## config.mk

```make
export PLATFORM = sky130hd
export DESIGN_NAME = usb_tx_encoder_flat
export DESIGN_NICKNAME = d
export VERILOG_FILES = /design/src/rtl/usb_tx_encoder_if.sv /design/src/rtl/usb_tx_encoder.sv /design/src/flat_wrapper.sv
export SDC_FILE = /design/constraint.sdc
export NUM_CORES = 1
export LEC_CHECK = 0
export CAP_MARGIN = 20
export CORE_ASPECT_RATIO = 1.2
export CORE_MARGIN = 2
export CORE_UTILIZATION = 55
export CTS_CLUSTER_SIZE = 24
export DETAILED_ROUTE_END_ITERATION = 10
export GPL_TIMING_DRIVEN = 0
export PLACE_DENSITY = 0.77
export SLEW_MARGIN = 5
export SYNTH_ARGS = -nofsm -noshare
export SYNTH_HDL_FRONTEND = slang
export SYNTH_SLANG_ARGS = --single-unit
```

## constraint.sdc

```tcl
create_clock -name clk -period 4.1 [get_ports clk]
set_input_delay 1.025 -clock clk [delete_from_list [all_inputs] [get_ports clk]]
set_output_delay 1.025 -clock clk [all_outputs]
set_load 0.02 [all_outputs]
```

## src/rtl/usb_tx_encoder_if.sv

```systemverilog
// Byte-stream handshake between the packet/CRC formatter and the USB transmit encoder.
interface usb_tx_encoder_if;
    logic       tx_valid;
    logic [7:0] tx_data;
    logic       tx_last;
    logic       tx_ready;

    modport master (output tx_valid, output tx_data, output tx_last, input tx_ready);
    modport slave  (input tx_valid, input tx_data, input tx_last, output tx_ready);
endinterface

```

## src/rtl/usb_tx_encoder.sv

```systemverilog
// Full-speed USB transmit path: SYNC prefix, bit stuffing, NRZI line coding and EOP.
module usb_tx_encoder #(
    parameter int CLKS_PER_BIT = 8
) (
    input  logic            clk,
    input  logic            rst,
    usb_tx_encoder_if.slave tx,
    output logic            d_plus,
    output logic            d_minus,
    output logic            tx_busy,
    output logic            tx_done,
    output logic            tx_error
);
    localparam int            TW     = $clog2(CLKS_PER_BIT);
    localparam logic [TW-1:0] T_LAST = TW'(CLKS_PER_BIT - 1);

    typedef enum logic [2:0] {
        S_IDLE,
        S_SYNC,
        S_DATA,
        S_EOP1,
        S_EOP2,
        S_EOPJ
    } state_t;

    state_t        state_q, state_nx;
    logic [TW-1:0] timer_q, timer_nx;
    logic [2:0]    bit_idx_q, bit_idx_nx, idx_inc;
    logic [2:0]    ones_q, ones_nx;
    logic          line_j_q, line_j_nx;
    logic          hold_full_q, hold_last_q, cur_last_q;
    logic [7:0]    hold_data_q, cur_byte_q;
    logic          accept, load, sym_edge;
    logic          emit, emit_bit, stuff, toggle;
    logic          err_nx, done_nx, dp_nx, dm_nx;

    assign accept      = tx.tx_valid && !hold_full_q;
    assign tx.tx_ready = !hold_full_q;
    assign tx_busy     = (state_q != S_IDLE);
    assign sym_edge    = (state_q != S_IDLE) && (timer_q == T_LAST);
    assign idx_inc     = bit_idx_q + 3'd1;
    assign timer_nx    = ((state_q == S_IDLE) || (timer_q == T_LAST)) ? '0 : timer_q + TW'(1);

    always_comb begin
        state_nx   = state_q;
        bit_idx_nx = bit_idx_q;
        ones_nx    = ones_q;
        line_j_nx  = line_j_q;
        load       = 1'b0;
        emit       = 1'b0;
        emit_bit   = 1'b0;
        stuff      = 1'b0;
        err_nx     = 1'b0;
        done_nx    = 1'b0;
        dp_nx      = 1'b1;
        dm_nx      = 1'b0;

        case (state_q)
            S_IDLE: begin
                // A full holding register is what kicks off a packet, so a byte
                // parked during EOP starts the next SYNC right after IDLE.
                if (hold_full_q) begin
                    state_nx   = S_SYNC;
                    bit_idx_nx = 3'd0;
                    emit       = 1'b1;
                    emit_bit   = 1'b0;
                end
            end
            S_SYNC, S_DATA: begin
                if (sym_edge) begin
                    if (ones_q == 3'd6) begin
                        stuff = 1'b1;
                    end else if (bit_idx_q != 3'd7) begin
                        bit_idx_nx = idx_inc;
                        emit       = 1'b1;
                        emit_bit   = (state_q == S_SYNC) ? (idx_inc == 3'd7) : cur_byte_q[idx_inc];
                    end else if ((state_q == S_DATA) && cur_last_q) begin
                        state_nx = S_EOP1;
                    end else if (hold_full_q) begin
                        state_nx   = S_DATA;
                        load       = 1'b1;
                        bit_idx_nx = 3'd0;
                        emit       = 1'b1;
                        emit_bit   = hold_data_q[0];
                    end else begin
                        state_nx = S_EOP1;
                        err_nx   = 1'b1;
                    end
                end
            end
            S_EOP1: begin
                if (sym_edge) state_nx = S_EOP2;
            end
            S_EOP2: begin
                if (sym_edge) begin
                    state_nx  = S_EOPJ;
                    line_j_nx = 1'b1;
                    ones_nx   = 3'd0;
                end
            end
            S_EOPJ: begin
                if (sym_edge) begin
                    state_nx = S_IDLE;
                    done_nx  = 1'b1;
                end
            end
            default: state_nx = S_IDLE;
        endcase

        // NRZI: a zero (data or stuff) flips the line, a one holds it.
        toggle = stuff || (emit && !emit_bit);
        if (toggle) begin
            line_j_nx = !line_j_q;
            ones_nx   = 3'd0;
        end else if (emit) begin
            ones_nx = ones_q + 3'd1;
        end

        case (state_nx)
            S_EOP1, S_EOP2: begin
                dp_nx = 1'b0;
                dm_nx = 1'b0;
            end
            S_SYNC, S_DATA: begin
                dp_nx = line_j_nx;
                dm_nx = !line_j_nx;
            end
            default: begin
                dp_nx = 1'b1;
                dm_nx = 1'b0;
            end
        endcase
    end

    always_ff @(posedge clk or posedge rst) begin
        if (rst) begin
            state_q     <= S_IDLE;
            timer_q     <= '0;
            bit_idx_q   <= 3'd0;
            ones_q      <= 3'd0;
            line_j_q    <= 1'b1;
            hold_full_q <= 1'b0;
            hold_last_q <= 1'b0;
            cur_last_q  <= 1'b0;
            d_plus      <= 1'b1;
            d_minus     <= 1'b0;
            tx_done     <= 1'b0;
            tx_error    <= 1'b0;
        end else begin
            state_q   <= state_nx;
            timer_q   <= timer_nx;
            bit_idx_q <= bit_idx_nx;
            ones_q    <= ones_nx;
            line_j_q  <= line_j_nx;
            d_plus    <= dp_nx;
            d_minus   <= dm_nx;
            tx_done   <= done_nx;
            tx_error  <= err_nx;
            if (load) begin
                hold_full_q <= 1'b0;
            end else if (accept) begin
                hold_full_q <= 1'b1;
            end
            if (accept) hold_last_q <= tx.tx_last;
            if (load) cur_last_q <= hold_last_q;
        end
    end

    // Byte payloads carry no reset; hold_full/cur_last gate every use of them.
    always_ff @(posedge clk) begin
        if (accept) hold_data_q <= tx.tx_data;
        if (load) cur_byte_q <= hold_data_q;
    end
endmodule

```

## src/flat_wrapper.sv

```systemverilog
// flat-port wrapper written by rule: the top's interface ports become plain ports
module usb_tx_encoder_flat 
#(
    parameter int CLKS_PER_BIT = 8
)
  (clk, rst, d_plus, d_minus, tx_busy, tx_done, tx_error, tx_tx_valid, tx_tx_data, tx_tx_last, tx_tx_ready);
  usb_tx_encoder_if tx_i ();
  input  logic clk;
  input  logic rst;
  output logic d_plus;
  output logic d_minus;
  output logic tx_busy;
  output logic tx_done;
  output logic tx_error;
  input wire logic [$bits(tx_i.tx_valid)-1:0] tx_tx_valid;
  input wire logic [$bits(tx_i.tx_data)-1:0] tx_tx_data;
  input wire logic [$bits(tx_i.tx_last)-1:0] tx_tx_last;
  output wire logic [$bits(tx_i.tx_ready)-1:0] tx_tx_ready;
  assign tx_i.tx_valid = tx_tx_valid;
  assign tx_i.tx_data = tx_tx_data;
  assign tx_i.tx_last = tx_tx_last;
  assign tx_tx_ready = tx_i.tx_ready;
  usb_tx_encoder #(.CLKS_PER_BIT(CLKS_PER_BIT)) u_core (.clk(clk), .rst(rst), .tx(tx_i), .d_plus(d_plus), .d_minus(d_minus), .tx_busy(tx_busy), .tx_done(tx_done), .tx_error(tx_error));
endmodule
```

==> metrics, run 1 <==
status=complete, no violations; RSZ-0062 raised after global routing=no; CTS hold repair buffers=0; clock-pin slew on the worst setup and hold paths=0.11 ns; grt ovf=0; H-tree depth=2; PD cells=524 nW/um2; CTS root buf=clkbuf_4; maximum vdd ir drop=0.376 mV; mean post-synth cell area=11.9 um2; met1 GRT Util=23.0%; Syn-to-layout area delta=16.4%; Initial DRC Count=49; internal power=0.758 mW; Final Max Slew Viols=0; CP endpoint kind=primary output; CTS sink count=36; switching fraction of total power=31.1%; syn_nets=170; Final GP Congestion=0.847; met2 usage in global routing=29.3%; setup ws final=1.25 ns; Final Cycle Share=69.6%; Initial Util=58.0%; Reg area=983 um2; Detail Route Antenna Nets=0; Seq pwr share=43.0%; CP required=3.07 ns; vias per cell=5.70; Gate Count Post-Synth=151; share of layout cells above drive strength 1=15.9%; DR WL/cell=14.1 um; most used flip-flop cell after synthesis=dfrtp_1; CTS tree=done; DRC=0; core area=3110 um2; Yosys Warn Count=0; FMAX=350 MHz; Async S/R FF share, synth=55.6%; count of state elements after synthesis=36; Lkg Pwr=0.865 nW; Post-Route Setup TNS=0 ns; I/O pin total=18; fillcell total=233; Site Rows=22; Comb power frac=34.7%; critical path arrival=1.83 ns; vias in the first global route=1131; sequential element share of the synthesized area=54.5%; worst reg-to-reg path cell count=9; crit path kind=flip-flop to primary output; synth unique cells=48; Die Span X=56.3 um; IO buf count=17; CTS resizes=0; initial antenna violation count=0; Setup WS pre-CTS=1.45 ns; Longest Clk Path Bufs=2; crit-path max FO=9; Worst-Skew Late Latency=0.34 ns; Post-Syn Area=1800 um2; hold path cells=0; Final Hold Viols=0; global-route wire length before repair=5080 um; M3 GR Usage=5.83%; Chip Height=66.7 um; vias=1208; Total Wirelength=3000 um; Hold Crit Class=flip-flop to flip-flop; largest net degree at the start of global routing=21; dpl hpwl=2260 um; max cap viols=0; max_slew headroom=48.0%; Worst Tran Pin Value=0.779 ns; Post-CTS Setup Bufs=0; Psw=0.342 mW; total clock buffers created by CTS=5; area of the multi-input gates=724 um2; nets@finish=194; number of flops mapped to enable cells by yosys=16; Clock power frac=22.3%; Final Non-Filler Cells=212; DR pass1 iterations=4; gr usage total=18.5%; gr busiest metal=met2; Antenna Cells=0; startpoint types=flip-flop; Setup Skew=0.0181 ns; Tmin final=2.85 ns; final setup violation count=0; die area=3760 um2; Cells after DPL=204
[metal layers]
| layer | wire length (um) | vias to the layer above |
|---|---|---|
| met1 | 1280 | 570 |
| li1 | - | 593 |
| met3 | 154 | 8 |
| met2 | 1490 | 37 |
| met4 | 72 | 0 |
| met5 | 0 | - |
[logic make-up after synthesis]
family                     count (synthesis)  synth area share (%)
and+or+nand+nor                           48                  15.4
DFF                                       36                  54.5
muxes                                      9                  5.89
buffers and inverters                     18                  5.34
xor gates and xnor gates                   3                  1.87
adders and majority gates                  7                  4.85
AOI/OAI and AO/OA                         30                  12.1
[through the flow]
| stage | power, mW | hold WS, ns | util, % | cell area [um2] |
|---|---|---|---|---|
| 3_5_place_dp | 0.867 | 0.406 | 64.9 | 2020 |
| 3_3_place_gp | 0.843 | 0.404 | 64.9 | 2020 |
| 2_1_floorplan | 0.768 | 0.400 | - | 1800 |
| 4_1_cts | 1.11 | 0.433 | 67.5 | 2100 |
| 5_1_grt | 1.17 | 0.444 | 67.5 | 2100 |
| 6_report | 1.10 | 0.431 | 67.5 | 2100 |
[flip-flops by register name, summed over array words and instances, names as in the netlist, 3 cells and up]
name                cells
u_core.hold_data_q      8
u_core.ones_q           3
u_core.bit_idx_q        3
u_core.state_q          3
u_core.timer_q          3
u_core.cur_byte_q       8
[power by group through the flow]
stage | clock [mW] | combinational (mW) | sequential (mW)
after global placement | 0 | 0.366 | 0.477
after detailed placement | 0 | 0.384 | 0.483
after global routing | 0.267 | 0.425 | 0.480
after CTS | 0.252 | 0.386 | 0.475
final | 0.245 | 0.382 | 0.473
after floorplan | 0 | 0.280 | 0.487
[worst paths after layout]
kind,startpoint,to,slack (ns)
hold reg to reg,u_core.hold_data_q[1],u_core.cur_byte_q[1],0.43
setup reg to reg,u_core.bit_idx_q[1],u_core.d_plus,1.51
hold / removal,u_core.hold_data_q[1],u_core.cur_byte_q[1],0.43
max in group asynchronous,rst,u_core.state_q[1],2.49
setup / recovery,u_core.state_q[0],tx_busy,1.25
min in group asynchronous,rst,u_core.ones_q[0],1.11
[synth_stat cells (3+ instances only)]
cell type	instances	area, um2
dfrtp_1	18	450
edfxtp_1	16	480
nand2_1	10	37.5
nor2_1	10	37.5
inv_1	9	33.8
ha_1	7	87.6
o21ai_0	6	30.0
a21oi_1	5	25.0
mux2i_1	5	50.1
nor3_1	4	20.0
a31oi_1	3	18.8
and2_1	3	18.8
buf_6	3	33.8
clkbuf_1	3	11.3
mux2_2	3	33.8
nor2b_1	3	18.8
o22ai_1	3	18.8
[worst max-delay path, stage by stage (launching register included)]
cell and delay [ns]:
dfrtp_1 0.37, buf_4 0.16, nor3_1 0.36, inv_1 0.07
clkdlybuf4s50_1 0.54
[layout make-up]
cell class	instances	share of cell area, %
plain buffers	9	2.98
clock buffers	5	1.79
clock inverters	3	2.03
inverters	9	1.61
multi-input cells	97	34.5
flip-flops and latches	36	46.8
well taps	36	2.15
repair buffers	17	8.10
[layout by cell type, fill, tap and decap left out, types with 2 or more instances in the layout]
cell type | Yosys | final
dfrtp_1 | 18 | 18
clkdlybuf4s50_1 | 0 | 17
edfxtp_1 | 16 | 16
nor2_1 | 10 | 10
nand2_1 | 10 | 10
inv_1 | 9 | 9
ha_1 | 7 | 7
o21ai_0 | 6 | 6
a21oi_1 | 5 | 5
mux2i_1 | 5 | 5
clkbuf_4 | 0 | 5
nor3_1 | 4 | 4
buf_6 | 3 | 3
mux2_2 | 3 | 3
clkbuf_1 | 3 | 3
nor2b_1 | 3 | 3
o22ai_1 | 3 | 3
a31oi_1 | 3 | 3
and2_1 | 3 | 3
xnor2_1 | 2 | 2
buf_2 | 2 | 2
nand3_1 | 2 | 2
a21o_1 | 2 | 2
and3_1 | 2 | 2
nand2b_1 | 2 | 2
and4_1 | 2 | 2
o21ai_1 | 2 | 2
dfstp_2 | 2 | 2
Note: power is estimated with default switching activity, not from simulation.
==> run 2, diff against run 1 <==
--- a/config.mk
+++ b/config.mk
@@ -8,11 +8,11 @@
 export CAP_MARGIN = 20
 export CORE_ASPECT_RATIO = 1.2
 export CORE_MARGIN = 2
-export CORE_UTILIZATION = 55
+export CORE_UTILIZATION = 50
 export CTS_CLUSTER_SIZE = 24
 export DETAILED_ROUTE_END_ITERATION = 10
 export GPL_TIMING_DRIVEN = 0
-export PLACE_DENSITY = 0.77
+export PLACE_DENSITY = 0.74
 export SLEW_MARGIN = 5
 export SYNTH_ARGS = -nofsm -noshare
 export SYNTH_HDL_FRONTEND = slang
==> constraint.sdc (replaced) <==
create_clock -name clk -period 2.6 [get_ports clk]
set_input_delay 0.65 -clock clk [delete_from_list [all_inputs] [get_ports clk]]
set_output_delay 0.65 -clock clk [all_outputs]
set_load 0.02 [all_outputs]
==> metrics, run 2 (synthesized netlist as in run 1, its figures left out) <==
Chip Height=69.8 um; I/O pin total=18; met2 usage in global routing=27.7%; Post-CTS Setup Bufs=0; Site Rows=23; hold path cells=0; Final Cycle Share=94.6%; Lkg Pwr=0.882 nW; Die Span X=58.8 um; die area=4110 um2; CTS sink count=36; DRC=0; worst-path cell chain=buf_6, nor3_1, inv_1, clkdlybuf4s50_1; dpl hpwl=2220 um; Syn-to-layout area delta=19.2%; clock-pin slew on the worst setup and hold paths=0.08 ns; CP endpoint kind=primary output; Tmin final=2.46 ns; RSZ-0062 raised after global routing=no; Longest Clk Path Bufs=2; nets@finish=194; Total Wirelength=2980 um; final setup violation count=0; core area=3400 um2; Final Max Slew Viols=0; status=complete, no violations; Worst Tran Pin Value=0.749 ns; PD cells=859 nW/um2; worst reg-to-reg path cell count=9; biggest regs=u_core.cur_byte_q (8), u_core.hold_data_q (8); H-tree depth=2; vias per cell=5.52; maximum vdd ir drop=0.444 mV; Setup Skew=0.00805 ns; gr usage total=17.0%; startpoint types=flip-flop; DR pass1 iterations=4; grt ovf=0; crit path kind=flip-flop to primary output; commonest non-fill, non-tap cell in the layout=dfrtp_1; CTS tree=done; Initial Util=53.1%; largest net degree at the start of global routing=21; crit-path max FO=8; max cap viols=0; Final GP Congestion=0.844; Detail Route Antenna Nets=0; CTS root buf=clkbuf_8; M3 GR Usage=5.04%; critical path arrival=1.81 ns; Final Hold Viols=0; global-route wire length before repair=5230 um; total clock buffers created by CTS=5; FMAX=406 MHz; Hold Crit Class=flip-flop to flip-flop; share of layout cells above drive strength 1=16.5%; max_slew headroom=50.0%; vias=1175; gr busiest metal=met2; vias in the first global route=1181; total power=1.85 mW; Initial DRC Count=42; initial antenna violation count=0; most frequent cells in the layout=dfrtp_1 (18), clkdlybuf4s50_1 (17), edfxtp_1 (16); IO buf count=17; max incr delay on CP=0.54 ns; Antenna Cells=0; Worst-Skew Late Latency=0.30 ns; CP required=1.95 ns; Crit-path slowest cell=clkdlybuf4s50_1; met1 GRT Util=20.3%; Post-Route Setup TNS=0 ns; DR WL/cell=14.0 um
==> run 2: path summary, 6_finish.rpt <==
kind	startpoint	to	slack, ns
worst max-delay path	u_core.state_q[1]	tx_busy	0.14
worst min-delay path	u_core.hold_data_q[4]	u_core.cur_byte_q[4]	0.42
worst max register to register	u_core.bit_idx_q[1]	u_core.ones_q[2]	0.17
worst min register to register	u_core.hold_data_q[4]	u_core.cur_byte_q[4]	0.42
max in group asynchronous	rst	u_core.ones_q[0]	1.34
min in group asynchronous	rst	u_core.d_minus	0.78
==> run 2: power breakdown <==
part           internal, mW  switching [mW]  total (mW)
Clock                 0.288           0.210       0.499
Sequential            0.693          0.0535       0.747
Combinational         0.305           0.298       0.603
Total                  1.29           0.562        1.85
==> run 2: per-layer routing <==
metal  vias to the layer above  wire length (um)
li1                        587                 -
met1                       563              1280
met2                        18              1520
met3                         7               111
met4                         0                63
met5                         -                 0
==> run 2: area by class of cell <==
class / instances / area [um2]
fillers: 273 / 1240
inverters: 9 / 33.8
clock inverters: 3 / 46.3
plain buffers: 9 / 62.6
well taps: 37 / 46.3
flip-flops and latches: 36 / 983
multi-input cells: 97 / 739
clock buffers: 5 / 68.8
repair buffers: 17 / 170
==> run 2: stage by stage <==
stage | setup slack (ns) | hold slack (ns) | cell area [um2] | utilization [%] | std cells
detailed placement | 0.0806 | 0.405 | 2020 | 59.5 | 205
global route | 0.00469 | 0.427 | 2150 | 63.3 | 213
floorplan | 0.315 | 0.400 | 1800 | - | 151
global placement | 0.129 | 0.405 | 2020 | 59.5 | 205
CTS | 0.0569 | 0.420 | 2140 | 62.9 | 213
finish | 0.139 | 0.419 | 2150 | 63.3 | 213
==> run 2: what timing repair did <==
item,CTS,global route
setup endpoints to repair,0,4
hold buffers,0,0
gates resized for setup,0,2
==> run 2: worst max-delay path, delay by kind of cell, from the launching register on <==
family                 cells  cell delay [ns]
flip-flops                 1             0.38
AND/OR/NAND/NOR            1             0.38
buffers and inverters      3             0.75
